**src/rtl/l2_vc_requester_if.sv**
```systemverilog
// VC / pmem handshake bundle between the L2 requester (master) and the
// victim cache plus physical-memory port (slave).
interface l2_vc_requester_if #(
  parameter int ADDR_W = 12
);
  logic              L2_read;
  logic              L2_write;
  logic [ADDR_W-1:0] L2_address;
  logic              L2_dirty_bit;
  logic              VC_ack;
  logic              foh;
  logic              VC_write;
  logic              L2toPmem_busy;
  logic              pmem_read;
  logic [ADDR_W-1:0] pmem_address;
  logic              pmem_resp;

  modport master (
    output L2_read, L2_write, L2_address, L2_dirty_bit,
    output L2toPmem_busy, pmem_read, pmem_address,
    input  VC_ack, foh, VC_write, pmem_resp
  );

  modport slave (
    input  L2_read, L2_write, L2_address, L2_dirty_bit,
    input  L2toPmem_busy, pmem_read, pmem_address,
    output VC_ack, foh, VC_write, pmem_resp
  );
endinterface

```
**src/rtl/l2_vc_requester.sv**
```systemverilog
// L2-side initiator for the L2 <-> victim-cache protocol: probes the VC on a
// miss, falls through to pmem on foh, then evicts the L2 victim into the VC.
// All request outputs are Moore decodes of the registered state.
module l2_vc_requester #(
  parameter int ADDR_W = 12,
  parameter int CNT_W  = 16
) (
  input  logic              clk,
  input  logic              rst_n,
  input  logic              i_miss_req,
  input  logic [ADDR_W-1:0] i_miss_addr,
  input  logic              i_victim_valid,
  input  logic              i_victim_dirty,
  input  logic [ADDR_W-1:0] i_victim_addr,
  l2_vc_requester_if.master bus,
  output logic              o_fill_done,
  output logic              o_fill_src,
  output logic [CNT_W-1:0]  o_vc_hit_cnt,
  output logic [CNT_W-1:0]  o_pmem_fill_cnt
);

  localparam logic [2:0] S_IDLE    = 3'd0;
  localparam logic [2:0] S_VC_RD   = 3'd1;
  localparam logic [2:0] S_PM_WAIT = 3'd2;
  localparam logic [2:0] S_PM_RD   = 3'd3;
  localparam logic [2:0] S_GAP1    = 3'd4;
  localparam logic [2:0] S_VC_WR   = 3'd5;
  localparam logic [2:0] S_DONE    = 3'd6;

  logic [2:0]        r_state;
  logic [2:0]        w_next;
  logic              r_done_q;
  logic              r_fill_src;
  logic [CNT_W-1:0]  r_hit_cnt;
  logic [CNT_W-1:0]  r_pm_cnt;
  logic [ADDR_W-1:0] r_miss_addr;
  logic [ADDR_W-1:0] r_vic_addr;
  logic              r_vic_valid;
  logic              r_vic_dirty;
  logic              w_capture;
  logic              w_vc_hit;
  logic              w_pm_fill;

  // Saturating increment: holds at all-ones instead of wrapping.
  function automatic logic [CNT_W-1:0] sat_inc(input logic [CNT_W-1:0] v);
    return (v == {CNT_W{1'b1}}) ? v : v + {{(CNT_W-1){1'b0}}, 1'b1};
  endfunction

  // The miss_req that was still high through DONE must not retrigger a fill.
  assign w_capture = (r_state == S_IDLE) && i_miss_req && !r_done_q;
  assign w_vc_hit  = (r_state == S_VC_RD) && bus.VC_ack;
  assign w_pm_fill = (r_state == S_PM_RD) && bus.pmem_resp;

  // Next-state decode; VC_ack takes priority over foh in VC_RD.
  always_comb begin
    w_next = r_state;
    case (r_state)
      S_IDLE:    if (w_capture)          w_next = S_VC_RD;
      S_VC_RD:   if (bus.VC_ack)         w_next = S_GAP1;
                 else if (bus.foh)       w_next = S_PM_WAIT;
      S_PM_WAIT: if (!bus.VC_write)      w_next = S_PM_RD;
      S_PM_RD:   if (bus.pmem_resp)      w_next = S_GAP1;
      S_GAP1:    w_next = r_vic_valid ? S_VC_WR : S_DONE;
      S_VC_WR:   if (bus.VC_ack)         w_next = S_DONE;
      S_DONE:    w_next = S_IDLE;
      default:   w_next = S_IDLE;
    endcase
  end

  // Control state, fill source and statistics counters.
  always_ff @(posedge clk or negedge rst_n) begin
    if (!rst_n) begin
      r_state    <= S_IDLE;
      r_done_q   <= 1'b0;
      r_fill_src <= 1'b0;
      r_hit_cnt  <= '0;
      r_pm_cnt   <= '0;
    end else begin
      r_state  <= w_next;
      r_done_q <= (r_state == S_DONE);
      if (w_vc_hit) begin
        r_fill_src <= 1'b0;
        r_hit_cnt  <= sat_inc(r_hit_cnt);
      end else if (w_pm_fill) begin
        r_fill_src <= 1'b1;
        r_pm_cnt   <= sat_inc(r_pm_cnt);
      end
    end
  end

  // Snapshot of the miss and victim line, frozen for the whole transaction.
  always_ff @(posedge clk) begin
    if (w_capture) begin
      r_miss_addr <= i_miss_addr;
      r_vic_addr  <= i_victim_addr;
      r_vic_valid <= i_victim_valid;
      r_vic_dirty <= i_victim_dirty;
    end
  end

  assign bus.L2_read       = (r_state == S_VC_RD);
  assign bus.L2_write      = (r_state == S_VC_WR);
  assign bus.L2_address    = (r_state == S_VC_WR) ? r_vic_addr : r_miss_addr;
  assign bus.L2_dirty_bit  = (r_state == S_VC_WR) && r_vic_dirty;
  assign bus.pmem_read     = (r_state == S_PM_RD);
  assign bus.L2toPmem_busy = (r_state == S_PM_RD);
  assign bus.pmem_address  = r_miss_addr;
  assign o_fill_done       = (r_state == S_DONE);
  assign o_fill_src        = r_fill_src;
  assign o_vc_hit_cnt      = r_hit_cnt;
  assign o_pmem_fill_cnt   = r_pm_cnt;

endmodule

```
**src/flat_wrapper.sv**
```systemverilog
// flat-port wrapper written by rule: the top's interface ports become plain ports
module l2_vc_requester_flat 
#(
  parameter int ADDR_W = 12,
  parameter int CNT_W  = 16
)
  (clk, rst_n, i_miss_req, i_miss_addr, i_victim_valid, i_victim_dirty, i_victim_addr, o_fill_done, o_fill_src, o_vc_hit_cnt, o_pmem_fill_cnt, bus_L2_read, bus_L2_write, bus_L2_address, bus_L2_dirty_bit, bus_L2toPmem_busy, bus_pmem_read, bus_pmem_address, bus_VC_ack, bus_foh, bus_VC_write, bus_pmem_resp);
  l2_vc_requester_if #(.ADDR_W(ADDR_W)) bus_i ();
  input  logic clk;
  input  logic rst_n;
  input  logic i_miss_req;
  input  logic [ADDR_W-1:0] i_miss_addr;
  input  logic i_victim_valid;
  input  logic i_victim_dirty;
  input  logic [ADDR_W-1:0] i_victim_addr;
  output logic o_fill_done;
  output logic o_fill_src;
  output logic [CNT_W-1:0] o_vc_hit_cnt;
  output logic [CNT_W-1:0] o_pmem_fill_cnt;
  output wire logic [$bits(bus_i.L2_read)-1:0] bus_L2_read;
  output wire logic [$bits(bus_i.L2_write)-1:0] bus_L2_write;
  output wire logic [$bits(bus_i.L2_address)-1:0] bus_L2_address;
  output wire logic [$bits(bus_i.L2_dirty_bit)-1:0] bus_L2_dirty_bit;
  output wire logic [$bits(bus_i.L2toPmem_busy)-1:0] bus_L2toPmem_busy;
  output wire logic [$bits(bus_i.pmem_read)-1:0] bus_pmem_read;
  output wire logic [$bits(bus_i.pmem_address)-1:0] bus_pmem_address;
  input wire logic [$bits(bus_i.VC_ack)-1:0] bus_VC_ack;
  input wire logic [$bits(bus_i.foh)-1:0] bus_foh;
  input wire logic [$bits(bus_i.VC_write)-1:0] bus_VC_write;
  input wire logic [$bits(bus_i.pmem_resp)-1:0] bus_pmem_resp;
  assign bus_L2_read = bus_i.L2_read;
  assign bus_L2_write = bus_i.L2_write;
  assign bus_L2_address = bus_i.L2_address;
  assign bus_L2_dirty_bit = bus_i.L2_dirty_bit;
  assign bus_L2toPmem_busy = bus_i.L2toPmem_busy;
  assign bus_pmem_read = bus_i.pmem_read;
  assign bus_pmem_address = bus_i.pmem_address;
  assign bus_i.VC_ack = bus_VC_ack;
  assign bus_i.foh = bus_foh;
  assign bus_i.VC_write = bus_VC_write;
  assign bus_i.pmem_resp = bus_pmem_resp;
  l2_vc_requester #(.ADDR_W(ADDR_W), .CNT_W(CNT_W)) u_core (.clk(clk), .rst_n(rst_n), .i_miss_req(i_miss_req), .i_miss_addr(i_miss_addr), .i_victim_valid(i_victim_valid), .i_victim_dirty(i_victim_dirty), .i_victim_addr(i_victim_addr), .bus(bus_i), .o_fill_done(o_fill_done), .o_fill_src(o_fill_src), .o_vc_hit_cnt(o_vc_hit_cnt), .o_pmem_fill_cnt(o_pmem_fill_cnt));
endmodule
```
**config.mk**
```make
export PLATFORM = sky130hd
export DESIGN_NAME = l2_vc_requester_flat
export DESIGN_NICKNAME = d
export VERILOG_FILES = /design/src/rtl/l2_vc_requester_if.sv /design/src/rtl/l2_vc_requester.sv /design/src/flat_wrapper.sv
export SDC_FILE = /design/constraint.sdc
export NUM_CORES = 1
export LEC_CHECK = 0
export ABC_CLOCK_PERIOD_IN_PS = 4500
export CAP_MARGIN = 20
export CORE_MARGIN = 1.5
export CORE_UTILIZATION = 35
export CTS_BUF_LIST = sky130_fd_sc_hd__clkbuf_8 sky130_fd_sc_hd__clkbuf_16
export DETAILED_ROUTE_END_ITERATION = 10
export SLEW_MARGIN = 20
export SYNTH_ARGS = -nofsm -noshare
export SYNTH_HDL_FRONTEND = slang
export SYNTH_SLANG_ARGS = --single-unit
```
**constraint.sdc**
```tcl
create_clock -name clk -period 4.5 [get_ports clk]
set_input_delay 0.45 -clock clk [delete_from_list [all_inputs] [get_ports clk]]
set_output_delay 0.45 -clock clk [all_outputs]
set_load 0.005 [all_outputs]
```
==> results.cfg, run 1 <==
[run_status]
status = completed

[logic_synthesis]
synth_area_leaders = dfrtp_1, edfxtp_1, xor2_1
yosys_register_bits = 63
yosysTopAreaCell = dfrtp_1
avgSynthCellArea_um2 = 13.07
syn_nets = 256
ys_async_sr_fraction_pct = 58.73
synth_enable_flop_cells = 26
syn-cell-area_um2 = 2889
synth_seq_area_share_pct = 59.07
synth_top_area_share_pct = 32.05
yosysWarnings = 0
ys_types = 46
syn_inst = 221
ys.flop_type = dfrtp_1

[setup_path]
crit_fanout = 13
r2r_slack_ns = 2.53
startpoint_type = register
path_class = register to output pin
critPathRequiredTime_ns = 4.05
cp-end-kind = output pin
critPathArrivalTime_ns = 2.38

[placement]
globalplace.congestion = 0.8006
post-dp-hpwl_um = 4565
dp_cells = 413
portBuffers = 95

[timing]
rsz0062_at_grt = no
setup_viol = 0
hold_violations = 0
setup_tns_ns = 0
timing.slew.headroom_pct = 44.32
skew_ns = 0.009614
slew_viol_final = 0
worst_slew_pin_slew_ns = 0.8351
max_freq_mhz = 352.8
min_period_over_period_pct = 62.98
post-route-min-period_ns = 2.834

[floorplanning]
io_pins = 96
core_area_um2 = 7848
rows = 32
die_h_um = 93.86
die_w_um = 93.86
die-area_um2 = 8809
start_util_pct = 36.81

[finish]
antennaDiodeCount = 0
layout_common_cells = clkdlybuf4s50_1, dfrtp_1, xor2_1, edfxtp_1, nand2_1
layout_commonest_cell = clkdlybuf4s50_1
area_growth_pct = 42.49
fin_nets = 357
nFillCells = 689
fin_cells = 429
layout-drive-gt1-share_pct = 13.15

[routing]
wl_um = 6352
dr.pass1.iters = 4
routed-via-count = 2070
initialDrtViolationCount = 93
vias_per_cell = 4.825
drcViolationCount = 0
wl_per_cell_um = 14.81
ant_nets = 0

[power]
p_int_mw = 1.284
p_leak_nw = 1.725
p_comb_share_pct = 29.6
cellPowerDensity_nw_per_um2 = 438.6
irDropWorstVdd_mv = 0.2541
p_switching_mw = 0.5212
p_seq_share_pct = 45.1
clockPowerShare_pct = 25.3
sw_frac_of_total_pct = 28.87

[clock_network]
ctsHoldBuffers = 0
post_cts_resized = 0
cts_tree = built
cts_inserted_buffers = 9
clkTransAtPathRegs_ns = 0.07
clock_latency_ns = 0.33
postCtsSetupBuffers = 0
clock_path_buffers = 2
cts_root_buf = clkbuf_8
htreeDepth = 3
clock_sinks = 63

[min_path]
hold_path_class = primary input to asynchronous set/reset pin

[global_routing]
grt_usage_pct = 15.14
grt_pass1_wl_um = 10070
overflow = 0
grt_max_degree = 38
grt_pass1_vias = 1984
grt_antenna_before_repair = 0

[run]
drv_cap = 0
==> per-stage QoR <==
step / total power, mW / instance area, um2 / hold slack [ns] / utilization [%] / setup WS (ns)
2_1_floorplan: 1.073 / 2889 / 0.1544 / - / 0.9080
3_3_place_gp: 1.354 / 3935 / 0.4767 / 50.14 / 2.050
3_5_place_dp: 1.367 / 3935 / 0.4822 / 50.14 / 1.982
4_1_cts: 1.838 / 4116 / 0.2520 / 52.46 / 1.566
5_1_grt: 1.922 / 4116 / 0.2914 / 52.46 / 1.454
6_report: 1.805 / 4116 / 0.2121 / 52.46 / 1.666
==> critical path, cell delays in order (launching register included) <==
cell and delay, ns:
dfrtp_1 0.48, inv_1 0.16, nand3_1 0.49, mux2_2 0.47
clkdlybuf4s50_1 0.45
==> power groups by stage <==
stage | Combinational [mW] | Clock [mW] | Sequential, mW
after floorplan | 0.283 | 0 | 0.790
after global placement | 0.534 | 0 | 0.821
after detailed placement | 0.542 | 0 | 0.826
after CTS | 0.547 | 0.477 | 0.815
after global routing | 0.590 | 0.499 | 0.833
final | 0.535 | 0.456 | 0.814
==> synth_stat cells, drive strengths merged, types with 2 or more instances <==
master / instances
nand3: 10
o221ai: 2
nor3b: 2
a21oi: 5
dfrtp: 37
nor4: 12
ha: 2
o31a: 2
nor3: 11
nand2: 16
and3: 2
and4: 4
buf: 6
mux2: 14
inv: 6
xor2: 26
edfxtp: 26
nor4b: 2
o21ai: 2
nor2: 10
nand4: 9
a211oi: 3
==> flip-flops by register name, indices dropped and copies added (netlist names) <==
name	cells
u_core.bus.pmem_address	12
u_core.o_fill_src	1
u_core.o_pmem_fill_cnt	16
u_core.o_vc_hit_cnt	16
u_core.r_done_q	1
u_core.r_state	3
u_core.r_vic_addr	12
u_core.r_vic_dirty	1
u_core.r_vic_valid	1
==> kinds of logic (layout without fill, tap and decap cells) <==
logic type | Yosys count | after routing | share of synthesized area, %
AND/OR/NAND/NOR | 84 | 84 | 19.14
flip-flops | 63 | 63 | 59.07
XOR/XNOR | 27 | 27 | 8.185
AO/OA/AOI/OAI | 19 | 19 | 4.938
multiplexers | 14 | 14 | 5.587
buffers and inverters | 12 | 118 | 2.208
adder cells (fa/ha/maj) | 2 | 2 | 0.8660
==> final timing paths <==
kind / startpoint / to / depth (start not counted)
worst max-delay path: u_core.r_state[1]$_DFFE_PN0P_ / bus_L2_address[0] / 4
worst max register to register: u_core.o_pmem_fill_cnt[0]$_DFFE_PN0P_ / u_core.o_pmem_fill_cnt[1]$_DFFE_PN0P_ / 5
worst min register to register: u_core.o_vc_hit_cnt[5]$_DFFE_PN0P_ / u_core.o_vc_hit_cnt[5]$_DFFE_PN0P_ / 1
min in group clk: u_core.o_vc_hit_cnt[5]$_DFFE_PN0P_ / u_core.o_vc_hit_cnt[5]$_DFFE_PN0P_ / 1
worst min-delay path: rst_n / u_core.o_pmem_fill_cnt[13]$_DFFE_PN0P_ / 1
max in group asynchronous: rst_n / u_core.o_vc_hit_cnt[1]$_DFFE_PN0P_ / 1
==> per-layer routing <==
metal | track usage (%) | routed length, um | vias to the layer above | share of wire [%]
li1 | - | - | 1022 | -
met1 | 20.80 | 2944 | 971 | 46
met2 | 22.34 | 2868 | 69 | 45
met3 | 3.803 | 425 | 8 | 6.7
met4 | 7.090 | 113 | 0 | 1.8
met5 | 0 | 0 | - | 0
==> cell type report <==
class                      count  area [um2]  area share, %
clock buffer                   9       123.9          3.009
timing repair buffer          96       953.4          23.16
multi-input combinational    146        1125          27.33
tap                          102       127.6          3.100
clock inverter                 7       57.56          1.398
inverter                       6       22.52         0.5471
sequential                    63        1707          41.46
Power figures use the tool's default switching activity.
==> run 2, diff against run 1 <==
--- a/config.mk
+++ b/config.mk
@@ -5,12 +5,13 @@
 export SDC_FILE = /design/constraint.sdc
 export NUM_CORES = 1
 export LEC_CHECK = 0
-export ABC_CLOCK_PERIOD_IN_PS = 4500
+export ABC_CLOCK_PERIOD_IN_PS = 2600
 export CAP_MARGIN = 20
 export CORE_MARGIN = 1.5
 export CORE_UTILIZATION = 35
 export CTS_BUF_LIST = sky130_fd_sc_hd__clkbuf_8 sky130_fd_sc_hd__clkbuf_16
 export DETAILED_ROUTE_END_ITERATION = 10
+export PLACE_DENSITY = 0.66
 export SLEW_MARGIN = 20
 export SYNTH_ARGS = -nofsm -noshare
 export SYNTH_HDL_FRONTEND = slang
==> constraint.sdc (replaced) <==
create_clock -name clk -period 2.6 [get_ports clk]
set_input_delay 0.26 -clock clk [delete_from_list [all_inputs] [get_ports clk]]
set_output_delay 0.26 -clock clk [all_outputs]
set_load 0.005 [all_outputs]
==> run 2 against run 1 <==
  * Worst setup slack lost 1.5 ns
  * Final cell count is 0.23% higher
  * Hold slack got worse by 0.18 ns
  * Non-clock buffer count up 1
  * Routed wire length is 1.5% higher
  * Clock skew is 0.0012 ns higher
  * Flip-flop and latch count is the same
  * Via count increased by 3.3%
==> results.cfg, run 2 (same netlist as run 1, synthesis figures left out) <==
[run_status]
status = completed

[clock_network]
post_cts_resized = 0
cts_root_buf = clkbuf_8
cts_tree = built
postCtsSetupBuffers = 0
clock_sinks = 63
ctsHoldBuffers = 0
clock_path_buffers = 2
htreeDepth = 3
cts_inserted_buffers = 9
clkTransAtPathRegs_ns = 0.08
clock_latency_ns = 0.33

[floorplanning]
start_util_pct = 36.81
die_w_um = 93.86
die_h_um = 93.86
die-area_um2 = 8809
io_pins = 96
core_area_um2 = 7848
rows = 32

[run]
drv_cap = 0

[finish]
fin_nets = 358
antennaDiodeCount = 0
layout_common_cells = clkdlybuf4s50_1, dfrtp_1, xor2_1, edfxtp_1, nand2_1
layout_commonest_cell = clkdlybuf4s50_1
area_growth_pct = 43.87
final_core_util_pct = 52.97
layout-drive-gt1-share_pct = 14.02

[routing]
wl_per_cell_um = 14.99
initialDrtViolationCount = 51
ant_nets = 0
vias_per_cell = 4.972
wl_um = 6445
drcViolationCount = 0
routed-via-count = 2138
dr.pass1.iters = 4

[setup_path]
critPathBufInv = 3
cp.depth = 5
cp-startpoint = u_core.r_state[1]$_DFFE_PN0P_
r2r-start = u_core.o_pmem_fill_cnt[0]$_DFFE_PN0P_
r2r_slack_ns = 0.69
slowest_delay_ns = 0.53
critPathRequiredTime_ns = 2.34
cp-end-kind = output pin
path_class = register to output pin
endpoint = bus_L2_address[5]
slowest_stage = dfrtp_1
path_cells = inv_1 > nand3_1 > buf_4 > mux2_2 > clkdlybuf4s50_1
critical-path-top-delay-family = buffers and inverters
crit_fanout = 13
rr_worst_depth = 5
startpoint_type = register
r2r-end = u_core.o_pmem_fill_cnt[1]$_DFFE_PN0P_
critPathArrivalTime_ns = 2.13

[timing]
max_freq_mhz = 419.2
hold_violations = 0
worst_slew_pin_slew_ns = 0.8440
setup_tns_ns = 0
skew_ns = 0.01084
post-route-min-period_ns = 2.386
min_period_over_period_pct = 91.75
rsz0062_at_grt = no
fin_ws_ns = 0.2145
setup_viol = 0
timing.slew.headroom_pct = 43.73
slew_viol_final = 0
holdWs_ns = 0.02739

[placement]
globalplace.congestion = 0.7987
post-dp-hpwl_um = 4667
portBuffers = 95
post-place-ws_ns = 0.5422

[power]
p_int_mw = 2.240
p_leak_nw = 1.724
design_power_total_mw = 3.173
cellPowerDensity_nw_per_um2 = 763.4
sw_frac_of_total_pct = 29.40
clockPowerShare_pct = 25.4
p_seq_share_pct = 44.6
p_switching_mw = 0.9329
p_comb_share_pct = 30.0
irDropWorstVdd_mv = 0.4356

[global_routing]
grt_usage_pct = 15.49
grt_antenna_before_repair = 0
grt_pass1_vias = 2070
grt_pass1_wl_um = 10360
overflow = 0
grt_max_degree = 38

[min_path]
hold_path_class = primary input to asynchronous set/reset pin
-- run 2: cell count changes in the layout (fill, tap and decap cells not counted) --
cell        change
buf_12          +1
clkbuf_8        +1
clkbuf_16       +1
clkinvlp_4      +2
bufinv_16       -1
nor4_2          -1
clkinv_2        -1
inv_1           -2
nor4_4          +1
-- run 2: power groups by stage --
| stage | clock [mW] | sequential, mW | combinational (mW) |
|---|---|---|---|
| after floorplan | 0 | 1.36 | 0.497 |
| after global placement | 0 | 1.43 | 0.948 |
| after detailed placement | 0 | 1.44 | 0.960 |
| after CTS | 0.828 | 1.42 | 0.968 |
| after global routing | 0.874 | 1.45 | 1.04 |
| final | 0.807 | 1.41 | 0.952 |
-- run 2: area by class of cell --
| cell class | instances | area, um2 |
|---|---|---|
| repair buffers | 97 | 973.4 |
| flip-flops and latches | 63 | 1707 |
| clock inverters | 5 | 30.03 |
| clock buffers | 11 | 162.7 |
| inverters | 6 | 22.52 |
| well taps | 102 | 127.6 |
| multi-input cells | 146 | 1134 |
| fillers | 697 | 3691 |
-- run 2: metrics by stage --
stage	cells	area [um2]
5_1_grt	430	4156
3_3_place_gp	414	3964
3_5_place_dp	414	3964
6_report	430	4156
2_1_floorplan	221	2895
4_1_cts	430	4156
-- run 2: layer usage --
layer  up-vias  global-route usage (%)  share of wire [%]
met5         -                       0                  0
met4         0                   6.592               0.82
met1      1038                   20.29                 46
met2        67                   24.46                 47
met3         2                   3.722                5.7
li1       1031                       -                  -
-- run 2: how the worst min path moves through the flow --
stage / from / endpoint / slack (ns) / depth (start not counted)
CTS: rst_n / u_core.o_pmem_fill_cnt[15]$_DFFE_PN0P_ / 0.06 / 1
detailed placement: rst_n / u_core.o_pmem_fill_cnt[15]$_DFFE_PN0P_ / 0.41 / 1
floorplan: rst_n / u_core.o_fill_src$_DFFE_PN0P_ / -0.04 / 0
finish: rst_n / u_core.o_pmem_fill_cnt[15]$_DFFE_PN0P_ / 0.03 / 1
global placement: rst_n / u_core.o_pmem_fill_cnt[15]$_DFFE_PN0P_ / 0.43 / 1
global route: rst_n / u_core.o_pmem_fill_cnt[15]$_DFFE_PN0P_ / 0.09 / 1
==> run 3, diff against run 2 <==
--- a/config.mk
+++ b/config.mk
@@ -7,7 +7,7 @@
 export LEC_CHECK = 0
 export ABC_CLOCK_PERIOD_IN_PS = 2600
 export CAP_MARGIN = 20
-export CORE_MARGIN = 1.5
+export CORE_MARGIN = 2
 export CORE_UTILIZATION = 35
 export CTS_BUF_LIST = sky130_fd_sc_hd__clkbuf_8 sky130_fd_sc_hd__clkbuf_16
 export DETAILED_ROUTE_END_ITERATION = 10
==> run 3 against run 2 <==
  * Register-to-register slack better by 0.06 ns
  * Die area is 2.1% higher
  * Global-route usage is 0.85 points lower
  * First-iteration DRC count is 57% higher
  * Power is 0.83% higher
  * Sequential share of layout area stayed put
  * Hold slack better by 0.0063 ns
  * Critical path depth stayed put
  * Core utilization is 1.6 points lower
  * Worst setup slack worse by 0.0097 ns
  * Critical endpoint is now bus_L2_address[0]
  * Largest cell class unchanged
  * Largest power group unchanged
==> results.cfg, run 3 (same netlist as run 1, synthesis figures left out) <==
[run_status]
status = completed

[timing]
setup_tns_ns = 0
slew_viol_final = 0
setup_viol = 0
min_period_over_period_pct = 92.13
max_freq_mhz = 417.5
timing.slew.headroom_pct = 42.75
fin_ws_ns = 0.2047
hold_violations = 0
post-route-min-period_ns = 2.395
worst_slew_pin_slew_ns = 0.8588
skew_ns = 0.007840
rsz0062_at_grt = no

[floorplanning]
die-area_um2 = 8997
die_h_um = 94.86
rows = 33
die_w_um = 94.86
start_util_pct = 35.70
core_area_um2 = 8093
io_pins = 96

[setup_path]
slowest_stage = dfrtp_1
slowest_delay_ns = 0.53
startpoint_type = register
cp-end-kind = output pin
crit_fanout = 13
r2r_slack_ns = 0.75
path_class = register to output pin
critPathRequiredTime_ns = 2.34
critPathArrivalTime_ns = 2.14
path_cells = inv_1 > nand3_1 > buf_4 > mux2_2 > clkdlybuf4s50_1

[routing]
drcViolationCount = 0
vias_per_cell = 4.949
wl_per_cell_um = 14.50
dr.pass1.iters = 4
wl_um = 6278
ant_nets = 0
initialDrtViolationCount = 80
routed-via-count = 2143

[placement]
post-dp-hpwl_um = 4596
dp_cells = 417
portBuffers = 95
globalplace.congestion = 0.8446
post-place-ws_ns = 0.5517

[global_routing]
grt_max_degree = 38
grt_antenna_before_repair = 0
grt_usage_pct = 14.64
grt_pass1_wl_um = 10030
grt_pass1_vias = 2074
overflow = 0

[clock_network]
ctsHoldBuffers = 0
postCtsSetupBuffers = 0
clock_sinks = 63
cts_root_buf = clkbuf_8
clock_latency_ns = 0.33
cts_tree = built
htreeDepth = 3
clkTransAtPathRegs_ns = 0.07
post_cts_resized = 0
cts_inserted_buffers = 9
clock_path_buffers = 2

[power]
cellPowerDensity_nw_per_um2 = 769.7
p_leak_nw = 1.733
irDropWorstVdd_mv = 0.3694

[finish]
layout_common_cells = clkdlybuf4s50_1, dfrtp_1, xor2_1, edfxtp_1, nand2_1
layout-drive-gt1-share_pct = 13.41
area_growth_pct = 43.87
antennaDiodeCount = 0
nFillCells = 716
layout_commonest_cell = clkdlybuf4s50_1
multiInputGateArea_um2 = 1134
regArea_um2 = 1707
fin_cells = 433
fin_nets = 358

[run]
drv_cap = 0

[min_path]
hold_path_class = primary input to asynchronous set/reset pin
## run 3: cell count changes in the layout (fill, tap and decap cells not counted), sizes merged
cell / previous run / this run
bufinv: 0 / 1
clkinv: 3 / 1
inv: 6 / 8
clkinvlp: 2 / 1
## run 3: final timing paths
kind / from / end / cells past startpoint
max in group asynchronous: rst_n / u_core.o_pmem_fill_cnt[7]$_DFFE_PN0P_ / 1
min: rst_n / u_core.o_vc_hit_cnt[11]$_DFFE_PN0P_ / 1
min reg2reg: u_core.o_vc_hit_cnt[5]$_DFFE_PN0P_ / u_core.o_vc_hit_cnt[5]$_DFFE_PN0P_ / 1
max reg2reg: u_core.o_pmem_fill_cnt[0]$_DFFE_PN0P_ / u_core.o_pmem_fill_cnt[1]$_DFFE_PN0P_ / 5
max: u_core.r_state[1]$_DFFE_PN0P_ / bus_L2_address[0] / 5
min in group clk: i_victim_addr[6] / u_core.r_vic_addr[6]$_DFFE_PP_ / 1
## run 3: cell type report
type | count | share of cell area (%)
sequential | 63 | 41.06
multi-input combinational | 146 | 27.27
timing repair buffer | 97 | 23.12
clock buffer | 11 | 3.642
tap | 105 | 3.161
clock inverter | 5 | 1.204
inverter | 6 | 0.5418
## run 3: routing by layer
metal	part of all wire (%)	GRT usage (%)	vias up	wire [um]
met2	45	22.99	76	2824
met4	1.8	6.159	0	112
met1	46	18.98	1028	2898
met3	7.0	4.150	11	442
li1	-	-	1028	-
met5	0	0	-	0
## run 3: worst max-delay path, delay by kind of cell (launching register included)
family / cells / cell delay (ns)
flops: 1 / 0.53
simple gates: 1 / 0.10
mux: 1 / 0.35
buf+inv: 3 / 0.82
## run 3: power breakdown
part	total [mW]	switching [mW]	internal (mW)
sequential	1.41	0.186	1.22
clock	0.849	0.363	0.487
combinational	0.940	0.360	0.580
total	3.20	0.909	2.29
## run 3: through the flow
step	hold slack [ns]	utilization, %	power [mW]	instance area [um2]
3_5_place_dp	0.4241	48.87	2.375	3955
5_1_grt	0.09272	51.36	3.391	4156
4_1_cts	0.05153	51.36	3.242	4156
6_report	0.03370	51.36	3.199	4156
3_3_place_gp	0.4168	48.87	2.358	3955
2_1_floorplan	-0.03559	-	1.860	2895
